`config.mk`:
```
export PLATFORM = sky130hd
export DESIGN_NAME = jtag_ctap_ctrl
export DESIGN_NICKNAME = d
export VERILOG_FILES = /design/src/rtl/jtag_ctap_ctrl_pkg.sv /design/src/rtl/jtag_ctap_timeout_cnt.sv /design/src/rtl/jtag_ctap_ctrl.sv
export SDC_FILE = /design/constraint.sdc
export NUM_CORES = 1
export LEC_CHECK = 0
export CAP_MARGIN = 20
export CORE_UTILIZATION = 36
export CTS_CLUSTER_SIZE = 28
export DETAILED_ROUTE_END_ITERATION = 6
export HOLD_SLACK_MARGIN = 0.03
export PLACE_DENSITY = 0.77
export RECOVER_POWER = 50
export SKIP_CTS_REPAIR_TIMING = 1
export SYNTH_ARGS = -nofsm -noshare
export SYNTH_HDL_FRONTEND = slang
export SYNTH_HIERARCHICAL = 1
export SYNTH_SLANG_ARGS = --single-unit
```
`constraint.sdc`:
```
create_clock -name jtag_clk -period 1.8 [get_ports jtag_clk]
set_input_delay 0.27 -clock jtag_clk [delete_from_list [all_inputs] [get_ports jtag_clk]]
set_output_delay 0.27 -clock jtag_clk [all_outputs]
set_load 0.03 [all_outputs]
```
`src/rtl/jtag_ctap_ctrl_pkg.sv`:
```
// Shared definitions for the central-TAP command sequencer: register selects,
// opcodes, instruction/status layout and FSM states.
package jtag_ctap_ctrl_pkg;

  localparam int CTAP_REG_SEL_W = 2;
  localparam logic [CTAP_REG_SEL_W-1:0] CTAP_REG_SEL_INSTR   = 2'd0;
  localparam logic [CTAP_REG_SEL_W-1:0] CTAP_REG_SEL_ADDRESS = 2'd1;
  localparam logic [CTAP_REG_SEL_W-1:0] CTAP_REG_SEL_DATA0   = 2'd2;

  localparam logic [3:0] CTAP_OP_NOP   = 4'd0;
  localparam logic [3:0] CTAP_OP_READ  = 4'd1;
  localparam logic [3:0] CTAP_OP_WRITE = 4'd2;

  // Instruction: [3:0] op, [15:8] tile. Status: {ovr, tmo, err, busy, instr}.
  localparam int INSTR_W = 16;
  localparam int STAT_W  = 20;

  typedef enum logic [1:0] {
    ST_IDLE     = 2'd0,
    ST_ISSUE    = 2'd1,
    ST_WAIT_RSP = 2'd2,
    ST_DONE     = 2'd3
  } ctap_state_e;

  function automatic logic op_is_req(input logic [3:0] op);
    return (op == CTAP_OP_READ) || (op == CTAP_OP_WRITE);
  endfunction

  function automatic logic op_is_illegal(input logic [3:0] op);
    return !op_is_req(op) && (op != CTAP_OP_NOP);
  endfunction

endpackage

```
`src/rtl/jtag_ctap_timeout_cnt.sv`:
```
// Response-wait timer: restarts from zero on load, counts while enabled and
// flags expiry on the LIMIT-th enabled cycle.
module jtag_ctap_timeout_cnt #(
  parameter int unsigned LIMIT = 16'hFFFF,
  parameter int          CNT_W = 16
) (
  input  logic jtag_clk,
  input  logic jtag_rst_l,
  input  logic load,
  input  logic en,
  output logic expire
);

  logic [CNT_W-1:0] cnt;

  always_ff @(posedge jtag_clk) begin
    if (!jtag_rst_l) begin
      cnt <= '0;
    end else if (load) begin
      cnt <= '0;
    end else if (en) begin
      cnt <= cnt + 1'b1;
    end
  end

  assign expire = en && (cnt == CNT_W'(LIMIT - 1));

endmodule

```
`src/rtl/jtag_ctap_ctrl.sv`:
```
// Central-TAP command sequencer: JTAG-written registers launch one UCB request
// per INSTRUCTION write. Optional response timeout under CTAP_CTRL_TIMEOUT_EN.
module jtag_ctap_ctrl
  import jtag_ctap_ctrl_pkg::*;
#(
  parameter int SCRATCH_W = 64,
  parameter int ADDR_W    = 40,
  parameter int TILE_W    = 8
`ifdef CTAP_CTRL_TIMEOUT_EN
  , parameter int unsigned TIMEOUT_CYC = 16'hFFFF
`endif
) (
  input  logic                      jtag_clk,
  input  logic                      jtag_rst_l,
  input  logic [SCRATCH_W-1:0]      jtag_ctap_data,
  input  logic                      jtag_ctap_reg_wr_en,
  input  logic [CTAP_REG_SEL_W-1:0] jtag_ctap_reg_sel,
  output logic [SCRATCH_W-1:0]      ctap_jtag_data,
  output logic                      ctap_jtag_interrupt_bit,
  output logic                      req_val,
  input  logic                      req_rdy,
  output logic [1:0]                req_op,
  output logic [TILE_W-1:0]         req_tile,
  output logic [ADDR_W-1:0]         req_addr,
  output logic [SCRATCH_W-1:0]      req_data,
  input  logic                      rsp_val,
  input  logic                      rsp_err,
  input  logic [SCRATCH_W-1:0]      rsp_data,
  output logic                      busy
);

  ctap_state_e          state, state_nxt;
  logic [INSTR_W-1:0]   instr_r;
  logic [ADDR_W-1:0]    addr_r;
  logic [SCRATCH_W-1:0] data0_r;
  logic                 int_r, err_r, tmo_r, ovr_r;
  logic                 idle, instr_wr, tmo_expire;
  logic [3:0]           wr_op;

  assign idle     = (state == ST_IDLE);
  assign busy     = !idle;
  assign wr_op    = jtag_ctap_data[3:0];
  assign instr_wr = jtag_ctap_reg_wr_en && idle && (jtag_ctap_reg_sel == CTAP_REG_SEL_INSTR);

`ifdef CTAP_CTRL_TIMEOUT_EN
  jtag_ctap_timeout_cnt #(.LIMIT(TIMEOUT_CYC)) u_timeout_cnt (
    .jtag_clk   (jtag_clk),
    .jtag_rst_l (jtag_rst_l),
    .load       ((state == ST_ISSUE) && req_rdy),
    .en         (state == ST_WAIT_RSP),
    .expire     (tmo_expire)
  );
`else
  assign tmo_expire = 1'b0;
`endif

  // NOTE: state and registers use non-blocking assignments so every flop
  // samples the pre-edge values regardless of statement order.
  always_ff @(posedge jtag_clk) begin
    if (!jtag_rst_l) begin
      state <= ST_IDLE;
    end else begin
      state <= state_nxt;
    end
  end

  // NOTE: every output of this block gets a default first, so no path can
  // leave a signal unassigned and infer a latch.
  always_comb begin
    state_nxt = state;
    req_val   = 1'b0;
    case (state)
      ST_IDLE:     if (instr_wr) state_nxt = op_is_req(wr_op) ? ST_ISSUE : ST_DONE;
      ST_ISSUE: begin
        req_val = 1'b1;
        if (req_rdy) state_nxt = ST_WAIT_RSP;
      end
      ST_WAIT_RSP: if (rsp_val || tmo_expire) state_nxt = ST_DONE;
      ST_DONE:     state_nxt = ST_IDLE;
      default:     state_nxt = ST_IDLE;
    endcase
  end

  always_ff @(posedge jtag_clk) begin
    if (!jtag_rst_l) begin
      instr_r <= '0;
      addr_r  <= '0;
      data0_r <= '0;
      int_r   <= 1'b0;
      err_r   <= 1'b0;
      tmo_r   <= 1'b0;
      ovr_r   <= 1'b0;
    end else begin
      if (jtag_ctap_reg_wr_en) begin
        if (!idle) begin
          ovr_r <= 1'b1;
        end else begin
          case (jtag_ctap_reg_sel)
            CTAP_REG_SEL_INSTR: begin
              instr_r <= jtag_ctap_data[INSTR_W-1:0];
              int_r   <= 1'b0;
              err_r   <= op_is_illegal(wr_op);
              tmo_r   <= 1'b0;
              ovr_r   <= 1'b0;
            end
            CTAP_REG_SEL_ADDRESS: addr_r  <= jtag_ctap_data[ADDR_W-1:0];
            CTAP_REG_SEL_DATA0:   data0_r <= jtag_ctap_data;
            default: ;
          endcase
        end
      end
      // A response arriving on the expiry cycle wins over the timeout.
      if (state == ST_WAIT_RSP) begin
        if (rsp_val) begin
          if (instr_r[3:0] == CTAP_OP_READ) data0_r <= rsp_data;
          if (rsp_err) err_r <= 1'b1;
        end else if (tmo_expire) begin
          tmo_r <= 1'b1;
          err_r <= 1'b1;
        end
      end
      if (state == ST_DONE) int_r <= 1'b1;
    end
  end

  assign ctap_jtag_interrupt_bit = int_r;
  assign req_op   = instr_r[1:0];
  assign req_tile = TILE_W'(instr_r[15:8]);
  assign req_addr = addr_r;
  assign req_data = data0_r;

  always_comb begin
    ctap_jtag_data = '0;
    case (jtag_ctap_reg_sel)
      CTAP_REG_SEL_DATA0:   ctap_jtag_data = data0_r;
      CTAP_REG_SEL_ADDRESS: ctap_jtag_data = {{(SCRATCH_W-ADDR_W){1'b0}}, addr_r};
      CTAP_REG_SEL_INSTR:   ctap_jtag_data = {{(SCRATCH_W-STAT_W){1'b0}},
                                              ovr_r, tmo_r, err_r, busy, instr_r};
      default:              ctap_jtag_data = '0;
    endcase
  end

endmodule

```
==> flow_metrics.env <==
export IMPL_status="complete, but fails checks"
export IMPL_violations="setup timing"
export IMPL_synth_area_leaders="dfxtp_1 42%, nand2_1 16%, a311oi_1 9.4%, nor3_1 5.4%, a21oi_1 4.9%"
export IMPL_cp_required_ns=1.53
export IMPL_place_ws_ns=-0.274
export IMPL_drive_above_1_share_pct=14.2
export IMPL_io_pins=317
export IMPL_cp_start_kind="register"
export IMPL_ir_worst_vdd_uv=658
export IMPL_cts_tree="yes"
export IMPL_tightestPinTransition_ns=0.522
export IMPL_gp_congestion=0.851
export IMPL_cp_arrival_ns=1.64
export IMPL_ys_ff_latch=125
export IMPL_regArea_um2=2500
export IMPL_drcViolationCount=0
export IMPL_dieHeight_um=131
export IMPL_dp_hpwl_mm=16.3
export IMPL_avgSynthCellArea_um2=7.67
export IMPL_cp_end_kind="output port"
export IMPL_syn_nets=921
export IMPL_p_per_area_nw_per_um2=936
export IMPL_syn_cell_area_um2=5980
export IMPL_synth_cells=780
export IMPL_hold_viol=0
export IMPL_p_leak_nw=3.56
export IMPL_yosysUniqueCellTypes=36
export IMPL_synth_top_cell_area_share_pct=41.8
export IMPL_ant_nets=0
export IMPL_max_cap_viol_count=0
export IMPL_grtUsageTotal_pct=26.4
export IMPL_synthArstFlopShare_pct=0
export IMPL_finalPower_mw=9.27
export IMPL_fin_crit_sh_pct=106
export IMPL_grt_pass1_wl_mm=34.4
export IMPL_maxSlewViolCount=0
export IMPL_fin_nets=1212
export IMPL_crit_type="reg2out"
export IMPL_vias=6875
export IMPL_hold_ws_ns=0.431
export IMPL_final_cell_mix="262 x nand2_1, 229 x clkdlybuf4s50_1, 123 x dfxtp_1, 71 x buf_4, 64 x nor3_1"
export IMPL_relSlewSlack_pct=65.2
export IMPL_drt_iter0_markers=507
export IMPL_multi_input_area_um2=3090
export IMPL_clock_latency_ns=0.42
export IMPL_critical_path_max_stage_delay_ns=0.35
export IMPL_num_rows=46
export IMPL_final_cells=1301
export IMPL_grt_overflow=0
export IMPL_post_route_min_period_ns=1.91
export IMPL_cp_max_fo=4
export IMPL_antenna_found_initial=1
export IMPL_vias_per_cell=5.28
export IMPL_wirelength_mm=23.1
export IMPL_cts_buffers=17
export IMPL_synth_warnings=6
export IMPL_drt_pass1_iterations=7
export IMPL_cp_slowest_cell="dfxtp_2"
export IMPL_n_fill_cell=1402
export IMPL_fmax_mhz=524
export IMPL_post_drt_wl_per_cell_um=17.8
export IMPL_path_cells="inv_1 -> ha_2 -> buf_4 -> nor2_1 -> a21oi_1 -> o21ai_1 -> buf_4"
export IMPL_rsz0062_at_grt="yes"
export IMPL_ys_flop_type="dfxtp_1"
export IMPL_skew_ns=0.00844
export IMPL_clk_path_buf_depth=2
export IMPL_start_util_pct=37.3
export IMPL_setup_violations=1
export IMPL_die_w_um=131
export IMPL_clkSlewWorstSetupHoldPaths_ns=0.05
export IMPL_place_inst=1268
export IMPL_hold_class="in2reg"
export IMPL_yosysSeqAreaShare_pct=41.8
export IMPL_fin_util_pct=61.6
export IMPL_path_common_cell="buf_4"
export IMPL_ctsRootBufferMaster="clkbuf_16"
export IMPL_htreeDepth=4
export IMPL_die_area_um2=17100
export IMPL_synth_edf_count=0
export IMPL_grt_pass1_vias=6438
export IMPL_io_buffer_count=316
export IMPL_core_area_um2=16100
export IMPL_syn_to_final_growth_pct=65.4
export IMPL_final_common_cell="nand2_1"
export IMPL_fin_ws_ns=-0.108
export IMPL_cts_num_sinks=125
export IMPL_grt_max_degree=45
export IMPL_yosysTopAreaCell="dfxtp_1"
-- critical path, delay by kind of cell, from the launching register on --
family / cells / cell delay [ns]
AOI/OAI and AO/OA: 2 / 0.15
adders and majority gates: 1 / 0.22
buffers and inverters: 3 / 0.42
DFF: 1 / 0.35
and+or+nand+nor: 1 / 0.08
-- through the flow --
stage               instance area, um^2  setup TNS, ns
floorplan                          5990              0
global placement                   9400         -13.03
detailed placement                 9400         -21.07
CTS                               10000         -10.93
global route                       9900         -0.197
finish                             9900         -0.108
-- final cells by class --
type                       instances  area share [%]
antenna                            1          0.0253
inverter                           5           0.215
tap                              216            2.73
clock inverter                    10            1.62
sequential                       125            25.3
multi-input combinational        564            31.3
clock buffer                      22            4.79
timing repair buffer             358            34.0
-- worst paths after layout --
kind / from / to / slack (ns) / cells past startpoint
max: state[0] / ctap_jtag_data[16] / -0.11 / 7
min: jtag_ctap_data[41] / req_data[41] / 0.43 / 3
max reg2reg: instr_r[1] / req_data[55] / 0.04 / 4
min reg2reg: instr_r[4] / instr_r[4] / 0.46 / 2
-- report_power, final --
part / internal (mW) / switching, mW
combinational: 1.05 / 1.37
sequential: 2.98 / 0.178
clock: 2.43 / 1.26
-- synth_stat cells (all sizes together) (2+ instances only) --
cell type,instances
o21ai,21
nand2,263
a22o,21
a21oi,58
clkbuf,50
ha,5
mux2i,19
inv,5
nand4b,2
buf,36
and2,24
dfxtp,125
nor2,3
nor2b,3
nor3,64
and4b,2
a311oi,64
-- state kept, by name, indices dropped and copies added, names as in the netlist --
| signal | flops |
|---|---|
| ctap_jtag_interrupt_bit | 1 |
| err_r | 1 |
| instr_r | 16 |
| ovr_r | 1 |
| req_addr | 40 |
| req_data | 64 |
| state | 2 |
-- cell families after synthesis --
| kind of cell | after synthesis | synth area share, % |
|---|---|---|
| and+or+nand+nor | 368 | 26.4 |
| AOI/OAI and AO/OA | 171 | 20.0 |
| DFF | 125 | 41.8 |
| buffers and inverters | 91 | 7.38 |
| muxes | 19 | 3.18 |
| adders and majority gates | 5 | 1.05 |
| xor gates and xnor gates | 1 | 0.146 |
-- metal layers --
metal | track usage [%] | share of wire [%] | vias to the layer above
met1 | 32.8 | 41 | 3246
met3 | 5.42 | 6.5 | 48
met2 | 44.1 | 49 | 289
li1 | - | - | 3292
met4 | 12.0 | 2.9 | 0
met5 | 0 | 0 | -
(Power assumes the default switching activity.)
